===== src/rtl/lsu_mem_ctrl_pkg.sv =====
// ============================================================================
// Module : lsu_mem_ctrl_pkg
// Brief  : Shared opcodes, sub-opcodes, widths and state encoding for the LSU.
// Rev    : 1.0  initial release
// ============================================================================
`default_nettype none

package lsu_mem_ctrl_pkg;

    localparam int ADDR_W_DEF = 12;
    localparam int DATA_W_DEF = 32;

    localparam logic [5:0] OP_LWI     = 6'b000010;
    localparam logic [5:0] OP_SWI     = 6'b001010;
    localparam logic [5:0] OP_TYPE_LS = 6'b011100;

    localparam logic [7:0] SUB_LW = 8'b00000010;
    localparam logic [7:0] SUB_SW = 8'b00001010;

    typedef enum logic [1:0] {
        ST_IDLE   = 2'd0,
        ST_ACCESS = 2'd1,
        ST_RESP   = 2'd2
    } state_e;

endpackage

`default_nettype wire


===== src/rtl/lsu_mem_ctrl_ls_op_decode.sv =====
// ============================================================================
// Module : ls_op_decode
// Brief  : Combinational load/store classification; major opcode wins.
// Rev    : 1.0  initial release
// ============================================================================
`default_nettype none

module ls_op_decode
    import lsu_mem_ctrl_pkg::*;
(
    input  logic [5:0] opcode,
    input  logic [7:0] sub_opcode_8bit,
    output logic       is_load,
    output logic       is_store
);

    always_comb begin
        is_load  = 1'b0;
        is_store = 1'b0;
        if (opcode == OP_LWI) begin
            is_load = 1'b1;
        end else if (opcode == OP_SWI) begin
            is_store = 1'b1;
        end else if (opcode == OP_TYPE_LS) begin
            is_load  = (sub_opcode_8bit == SUB_LW);
            is_store = (sub_opcode_8bit == SUB_SW);
        end
    end

endmodule

`default_nettype wire


===== src/rtl/lsu_mem_ctrl.sv =====
// ============================================================================
// Module : lsu_mem_ctrl
// Brief  : Memory-access stage: one req/ack data-memory access per op, load
//          writeback on completion. Optional macro MISALIGN_CHECK_EN.
// Rev    : 1.0  initial release
// ============================================================================
`default_nettype none

module lsu_mem_ctrl
    import lsu_mem_ctrl_pkg::*;
#(
    parameter int ADDR_W = ADDR_W_DEF,
    parameter int DATA_W = DATA_W_DEF,
    parameter int DM_AW  = ADDR_W - 2
) (
    input  logic              clk,
    input  logic              reset,
    input  logic              enable_mem,
    input  logic [5:0]        opcode,
    input  logic [7:0]        sub_opcode_8bit,
    input  logic [ADDR_W-1:0] alu_result,
    input  logic [DATA_W-1:0] store_data,
    input  logic [4:0]        rt_index,
    output logic              busy,
    output logic              done,
    output logic [DATA_W-1:0] load_data,
    output logic              wb_en,
    output logic [4:0]        wb_index,
    output logic              dm_req,
    output logic              dm_we,
    output logic [DM_AW-1:0]  dm_addr,
    output logic [DATA_W-1:0] dm_wdata,
    input  logic [DATA_W-1:0] dm_rdata,
    input  logic              dm_ack,
    output logic              misalign
);

    logic w_is_load;
    logic w_is_store;

    ls_op_decode u_decode (
        .opcode          (opcode),
        .sub_opcode_8bit (sub_opcode_8bit),
        .is_load         (w_is_load),
        .is_store        (w_is_store)
    );

    state_e            state_q,     state_d;
    logic              kind_load_q, kind_load_d;
    logic [DM_AW-1:0]  dm_addr_q,   dm_addr_d;
    logic [DATA_W-1:0] dm_wdata_q,  dm_wdata_d;
    logic [DATA_W-1:0] load_data_q, load_data_d;
    logic [4:0]        wb_index_q,  wb_index_d;
    logic              busy_q,      busy_d;
    logic              done_q,      done_d;
    logic              wb_en_q,     wb_en_d;
    logic              dm_req_q,    dm_req_d;
    logic              dm_we_q,     dm_we_d;
    logic              misalign_d;

    always_comb begin
        state_d     = state_q;
        kind_load_d = kind_load_q;
        dm_addr_d   = dm_addr_q;
        dm_wdata_d  = dm_wdata_q;
        load_data_d = load_data_q;
        wb_index_d  = wb_index_q;
        misalign_d  = 1'b0;

        case (state_q)
            ST_IDLE: begin
                if (enable_mem && (w_is_load || w_is_store)) begin
                    kind_load_d = w_is_load;
                    dm_addr_d   = alu_result[ADDR_W-1:2];
                    dm_wdata_d  = store_data;
                    wb_index_d  = rt_index;
                    state_d     = ST_ACCESS;
`ifdef MISALIGN_CHECK_EN
                    if (alu_result[1:0] != 2'b00) begin
                        state_d    = ST_RESP;
                        misalign_d = 1'b1;
                    end
`endif
                end
            end
            ST_ACCESS: begin
                if (dm_ack) begin
                    if (kind_load_q) begin
                        load_data_d = dm_rdata;
                    end
                    state_d = ST_RESP;
                end
            end
            default: begin
                state_d = ST_IDLE;
            end
        endcase

        // All handshake outputs are registered images of the next state.
        busy_d   = (state_d != ST_IDLE);
        done_d   = (state_d == ST_RESP);
        wb_en_d  = (state_d == ST_RESP) && kind_load_d && !misalign_d;
        dm_req_d = (state_d == ST_ACCESS);
        dm_we_d  = (state_d == ST_ACCESS) && !kind_load_d;
    end

    always_ff @(posedge clk) begin
        if (!reset) begin
            state_q     <= ST_IDLE;
            kind_load_q <= 1'b0;
            dm_addr_q   <= '0;
            dm_wdata_q  <= '0;
            load_data_q <= '0;
            wb_index_q  <= '0;
            busy_q      <= 1'b0;
            done_q      <= 1'b0;
            wb_en_q     <= 1'b0;
            dm_req_q    <= 1'b0;
            dm_we_q     <= 1'b0;
        end else begin
            state_q     <= state_d;
            kind_load_q <= kind_load_d;
            dm_addr_q   <= dm_addr_d;
            dm_wdata_q  <= dm_wdata_d;
            load_data_q <= load_data_d;
            wb_index_q  <= wb_index_d;
            busy_q      <= busy_d;
            done_q      <= done_d;
            wb_en_q     <= wb_en_d;
            dm_req_q    <= dm_req_d;
            dm_we_q     <= dm_we_d;
        end
    end

`ifdef MISALIGN_CHECK_EN
    logic misalign_q;

    always_ff @(posedge clk) begin
        if (!reset) begin
            misalign_q <= 1'b0;
        end else begin
            misalign_q <= misalign_d;
        end
    end

    assign misalign = misalign_q;
`else
    // Low address bits are dropped when the check is compiled out.
    logic w_unused_lo;
    assign w_unused_lo = ^{alu_result[1:0], misalign_d};
    assign misalign    = 1'b0;
`endif

    assign busy      = busy_q;
    assign done      = done_q;
    assign load_data = load_data_q;
    assign wb_en     = wb_en_q;
    assign wb_index  = wb_index_q;
    assign dm_req    = dm_req_q;
    assign dm_we     = dm_we_q;
    assign dm_addr   = dm_addr_q;
    assign dm_wdata  = dm_wdata_q;

endmodule

`default_nettype wire

===== config.mk =====
export PLATFORM = sky130hd
export DESIGN_NAME = lsu_mem_ctrl
export DESIGN_NICKNAME = d
export VERILOG_FILES = /design/src/rtl/lsu_mem_ctrl_pkg.sv /design/src/rtl/lsu_mem_ctrl_ls_op_decode.sv /design/src/rtl/lsu_mem_ctrl.sv
export SDC_FILE = /design/constraint.sdc
export NUM_CORES = 1
export LEC_CHECK = 0
export CAP_MARGIN = 20
export CORE_ASPECT_RATIO = 1.25
export CORE_UTILIZATION = 30
export CTS_CLUSTER_SIZE = 40
export DETAILED_ROUTE_END_ITERATION = 10
export PLACE_DENSITY = 0.59
export SYNTH_ARGS = -nofsm -noshare
export SYNTH_HDL_FRONTEND = slang
export SYNTH_SLANG_ARGS = --single-unit

===== constraint.sdc =====
create_clock -name clk -period 2.15 [get_ports clk]
set_input_delay 0.3225 -clock clk [delete_from_list [all_inputs] [get_ports clk]]
set_output_delay 0.3225 -clock clk [all_outputs]
set_load 0.02 [all_outputs]

Word-level counts from Yosys, hierarchy flattened
Index checks and enable logic that the tools add are counted.
{"block": "classes", "n_eq_ne": 8, "reduce_logical": 9, "muxes": 11}
{"op": "$eq 8x2->1 const B", "count": 1}
{"op": "$eq 8x4->1 const B", "count": 1}
{"op": "$mux 1", "count": 8}
{"op": "$eq 6x2->1 const B", "count": 1}
{"op": "$eq 6x4->1 const B", "count": 1}
{"op": "$eq 6x5->1 const B", "count": 1}
{"op": "$eq 2x1->1 const B", "count": 2}
{"op": "$mux 2", "count": 2}
{"op": "$pmux 2 s2", "count": 1}
{"op": "$logic_and 1x1->1", "count": 3}
{"op": "$reduce_and 3->1", "count": 1}
{"op": "$eq 2x2->1 const B", "count": 1}
{"op": "$logic_not 2->1", "count": 1}
{"op": "$reduce_and 2->1", "count": 1}
{"op": "$reduce_bool 2->1", "count": 1}
{"op": "$logic_not 1->1", "count": 1}
{"op": "$logic_or 1x1->1", "count": 1}
{"block": "totals", "word_cells": 39, "input_bits": 99, "output_inout_bits": 85, "regBits": 87}

Longest topological paths before layout
{"block": "logic_depth", "word_depth": 10, "ltp_mapped": 7, "depth_no_buf": 4}

Cells and area by module
Synthesis repeated with hierarchy kept, for this count alone.
{"block": "hier_totals", "cells_unflattened": 384, "area_unflattened_um2": 3508.4}
{"mod": "lsu_mem_ctrl", "cells_each": 372, "seq_area_each_um2": 1741.7, "area_per_inst_um2": 3418.3, "n_inst": 1}
{"mod": "ls_op_decode", "cells_each": 12, "seq_area_each_um2": 0.0, "area_per_inst_um2": 90.1, "n_inst": 1}

Worst setup path after synthesis
Ideal clock, no wire load.
{"block": "synth_timing", "path_kind": "in2reg", "from": "input port opcode[1]", "to": "register kind_load_q", "t_required_ps": 2033, "stages": 5, "path_slack_ps": 321, "t_arrival_ps": 1712, "setup_time_ps": 117, "cell_sequence": "or4_4 -> nor4_4 -> buf_6 -> nand4b_1 -> and4b_1"}
{"block": "synth_between", "elab_chain_cells": 8, "word_cells_on_any_way": 13, "classes_between": "3 x eq/ne; 8 x mux; 2 x reduce/logical"}
{"item": "start: declaration", "line": "lsu_mem_ctrl.sv:19", "text": "input logic [5:0] opcode,"}
{"item": "$eq 6x5->1", "line": "lsu_mem_ctrl_ls_op_decode.sv:24", "text": "end else if (opcode == OP_TYPE_LS) begin"}
{"item": "$mux 1", "line": "lsu_mem_ctrl_ls_op_decode.sv:24"}
{"item": "$mux 1", "line": "lsu_mem_ctrl_ls_op_decode.sv:22", "text": "end else if (opcode == OP_SWI) begin"}
{"item": "$mux 1", "line": "lsu_mem_ctrl_ls_op_decode.sv:20", "text": "if (opcode == OP_LWI) begin"}
{"item": "$logic_or 1x1->1", "line": "lsu_mem_ctrl.sv:72", "text": "if (enable_mem && (w_is_load || w_is_store)) begin"}
{"item": "$logic_and 1x1->1", "line": "lsu_mem_ctrl.sv:72"}
{"item": "$mux 1 (*)", "line": "lsu_mem_ctrl.sv:72"}
{"item": "$mux 1 (*)", "line": "lsu_mem_ctrl.sv:70", "text": "case (state_q)"}
{"item": "end signal: assignment", "line": "lsu_mem_ctrl.sv:122", "text": "kind_load_q <= kind_load_d;"}
{"item": "end: declaration", "line": "lsu_mem_ctrl.sv:49", "text": "logic kind_load_q, kind_load_d;"}
Mark *: on every way between the ends. The rest lies on a longest branch, timed or not.
A chain may end at the register's enable or synchronous reset.

Worst setup path after layout
{"block": "layout_timing", "from": "input port opcode[1]", "to": "register dm_wdata_q[5], in the netlist dm_wdata[5]"}
{"block": "layout_between", "elab_chain_cells": 7, "word_cells_on_any_way": 12, "classes_between": "3 x eq/ne; 6 x mux; 3 x reduce/logical"}
{"item": "$eq 6x5->1", "line": "lsu_mem_ctrl_ls_op_decode.sv:24"}
{"item": "$mux 1", "line": "lsu_mem_ctrl_ls_op_decode.sv:24"}
{"item": "$mux 1", "line": "lsu_mem_ctrl_ls_op_decode.sv:22"}
{"item": "$mux 1", "line": "lsu_mem_ctrl_ls_op_decode.sv:20"}
{"item": "$logic_or 1x1->1 (*)", "line": "lsu_mem_ctrl.sv:72"}
{"item": "$logic_and 1x1->1 (*)", "line": "lsu_mem_ctrl.sv:72"}
{"item": "$reduce_and 2->1 (no line) (*)"}
{"item": "end signal: assignment", "line": "lsu_mem_ctrl.sv:124", "text": "dm_wdata_q <= dm_wdata_d;"}
{"item": "end: declaration", "line": "lsu_mem_ctrl.sv:51", "text": "logic [DATA_W-1:0] dm_wdata_q, dm_wdata_d;"}
Marks and branches as above.

==> key figures <==
Clock network
  – CTS tree: done
  – CTS max path bufs: 2
  – Worst skew pair latency: 0.35 ns
  – Post-CTS setup buffers: 0
  – Number of buffers created by CTS: 9
  – Hold Buf Count CTS: 0
  – Sink Count: 87
  – Clock slew at reported path FFs: 0.07 ns
  – Root buffer cell: clkbuf_16
  – H-tree depth: 3
  – CTS resizes: 0

Yosys
  – Post-synthesis sequential area ratio: 0.4138
  – Flops & latches, synth: 87
  – Top-count cell post-synth: nand2_1
  – Synth async-reset ratio: 0
  – Cell taking the most area after synthesis: dfxtp_1
  – Average cell area after synthesis: 7.695 µm²
  – Mapped Cells: 547
  – Synth Flop Type: dfxtp_1
  – Syn nets: 646
  – EDFF count, synth: 0
  – Synth top area share: 0.4138
  – Top post-synthesis cells by area: dfxtp_1, nand2_1, o311ai_0, and3_1, a21boi_0
  – Yosys warnings: 0
  – Unique masters post-synth: 32
  – Netlist Area Pre-Place: 4209 µm²
  – Top cells by count, synth: nand2_1, dfxtp_1, and3_1

Critical path
  – WP data arrival: 2.13 ns
  – Crit path kind: input pin to flop
  – Crit Path Max Fanout: 29
  – Most common cell on crit path: buf_12
  – Worst path slowest cell: or4_4
  – Crit path launch type: input pin
  – Worst r2r src: state_q[0]$_SDFF_PN0_
  – Sequence of cells on the critical path: clkdlybuf4s50_1 -> or4_4 -> nor4_4 -> buf_12 -> buf_12 -> o311ai_0
  – Crit end category: flop
  – CP max stage delay: 0.55 ns
  – Crit. Startpoint: opcode[1]
  – WP data required: 2.35 ns

Detailed routing
  – # DRC: 0
  – Final ANT Viol Nets: 0
  – WL per Instance: 13.54 µm
  – TritonRoute pass-1 iters: 4
  – Avg Vias per Cell: 4.936
  – Routed via count: 4383
  – Initial drt markers: 196
  – WL final: 12.02 mm

Global route
  – First-pass GRT wire length: 18.75 mm
  – Largest net degree at the start of global routing: 101
  – Routing usage on met1: 0.1938
  – GR Util All Layers: 0.1616
  – Number of global-route vias before repair: 3991
  – Top Usage Layer GRT: met2
  – Initial antenna violation count: 0
  – Met3 Usage GRT: 0.04470
  – Grt ovf: 0
  – M2 GR Usage: 0.2718

STA
  – Final setup violating endpoints: 0
  – Min cycle time layout: 1.927 ns
  – RSZ-0062 raised after global routing: false
  – Slew Limit Fails: 0
  – Hold Vio Cnt, Final: 0
  – Worst hold slack: 0.4163 ns
  – Fmax: 518.9 MHz
  – Tcrit/Tclk final: 0.8964
  – Final setup skew: 0.009716 ns

Finish
  – Fraction of layout cells with a size suffix above 1: 0.06452
  – Multi-input combinational cell area: 2183 µm²
  – Fin cells: 888
  – Layout filler cell count: 1383
  – Post-layout nets: 807
  – Area delta synth->final: 55.68%
  – Core Util, Final: 0.4764
  – N_diodes: 0
  – Register area: 1742 µm²

Placed design
  – Cells after DPL: 872
  – GPL Wtd Cong: 0.7297
  – Dpl hpwl: 8.509 mm
  – Number of buffers added on ports: 180

Floorplanning
  – Chip width: 107.9 µm
  – IO Pins: 184
  – Row count: 48
  – Core Region: 13750 µm²
  – Die H: 134.4 µm
  – Starting Density: 0.3060
  – Die area: 14510 µm²

Power
  – Clock power share: 0.449
  – Peak VDD IR: 448.2 µV
  – Internal power: 2.790 mW
  – Register share of total power: 0.444
  – Leakage: 2.351 nW
  – Sw frac: 0.2418
  – PwrDens: 561.6 nW/µm²
  – Sw power: 0.8899 mW
  – Logic gate share of total power: 0.107

Worst hold path
  – Hold_sp: reset
  – Hold Path Class: input pin to flop

Run
  – Max_cap viols: 0

Outcome
  – Status: finished clean
==> logic make-up after synthesis <==
kind of cell	share of synthesized area
AND/OR/NAND/NOR	0.2937
AO/OA/AOI/OAI	0.2227
flip-flops	0.4138
buffers and inverters	0.06897
other	0.0008909
==> worst max-delay path, delay by kind of cell <==
family / cells / cell delay (ns)
AOI/OAI and AO/OA: 1 / 0.15
buffers and inverters: 3 / 0.81
and+or+nand+nor: 2 / 0.82
==> area by class of cell <==
type,count,area share
Multi-Input combinational cell,407,0.3332
Sequential cell,87,0.2658
Clock buffer,9,0.03437
Clock inverter,7,0.01318
Timing Repair Buffer,203,0.3200
Tap cell,175,0.03342
==> registers in the layout, summed over array words and instances (netlist names) <==
name	count
dm_req	1
load_data	32
dm_we	1
wb_index	5
wb_en	1
dm_addr	10
kind_load_q	1
state_q	2
done	1
dm_wdata	32
busy	1
==> power by group through the flow <==
| stage | Combinational, mW | Sequential, mW | Clock, mW |
|---|---|---|---|
| after floorplan | 0.126 | 1.69 | 0 |
| after global placement | 0.390 | 1.67 | 0 |
| after detailed placement | 0.395 | 1.67 | 0 |
| after CTS | 0.397 | 1.64 | 1.70 |
| after global routing | 0.422 | 1.64 | 1.78 |
| final | 0.393 | 1.64 | 1.65 |
==> stage by stage <==
| step | setup TNS [ns] | power [mW] | setup WS (ns) | area, µm² |
|---|---|---|---|---|
| 2_1_floorplan | 0 | 1.818 | 0.3207 | 4209 |
| 4_1_cts | 0 | 3.737 | 0.2311 | 6553 |
| 3_5_place_dp | -4.033 | 2.068 | -0.1446 | 6241 |
| 5_1_grt | 0 | 3.844 | 0.1730 | 6553 |
| 3_3_place_gp | -2.309 | 2.062 | -0.09802 | 6241 |
| 6_report | 0 | 3.680 | 0.2228 | 6553 |
==> metal layers <==
metal	routed length, µm	vias to the layer above
met1	5182	1999
met3	875	12
met5	0	-
li1	-	2231
met4	182	0
met2	5779	141
==> cell usage in the layout, fill, tap and decap left out, drive strengths merged <==
cell / instances
clkdlybuf4s50: 179
nand2: 158
dfxtp: 87
and3: 50
nor2: 49
a21oi: 47
o311ai: 47
a21boi: 33
buf: 24
clkbuf: 9
o21a: 4
inv: 4
nand3: 2
nor3: 2
a31oi: 2
or2: 1
nand4: 1
or4: 1
or3: 1
nor4: 1
nor4b: 1
nor3b: 1
nor2b: 1
nand2b: 1
nand4b: 1
and4b: 1
and2: 1
conb: 1
clkinvlp: 1
bufinv: 1
clkinv: 1
==> worst paths after layout <==
path              cells past startpoint                          to  slack, ns
setup / recovery                      6    dm_wdata[5]$_SDFFE_PN0P_       0.22
hold / removal                        3    wb_index[2]$_SDFFE_PN0P_       0.42
setup reg to reg                      5  load_data[10]$_SDFFE_PN0P_       0.61
hold reg to reg                       2  load_data[21]$_SDFFE_PN0P_       0.46
Power figures use the tool's default switching activity.
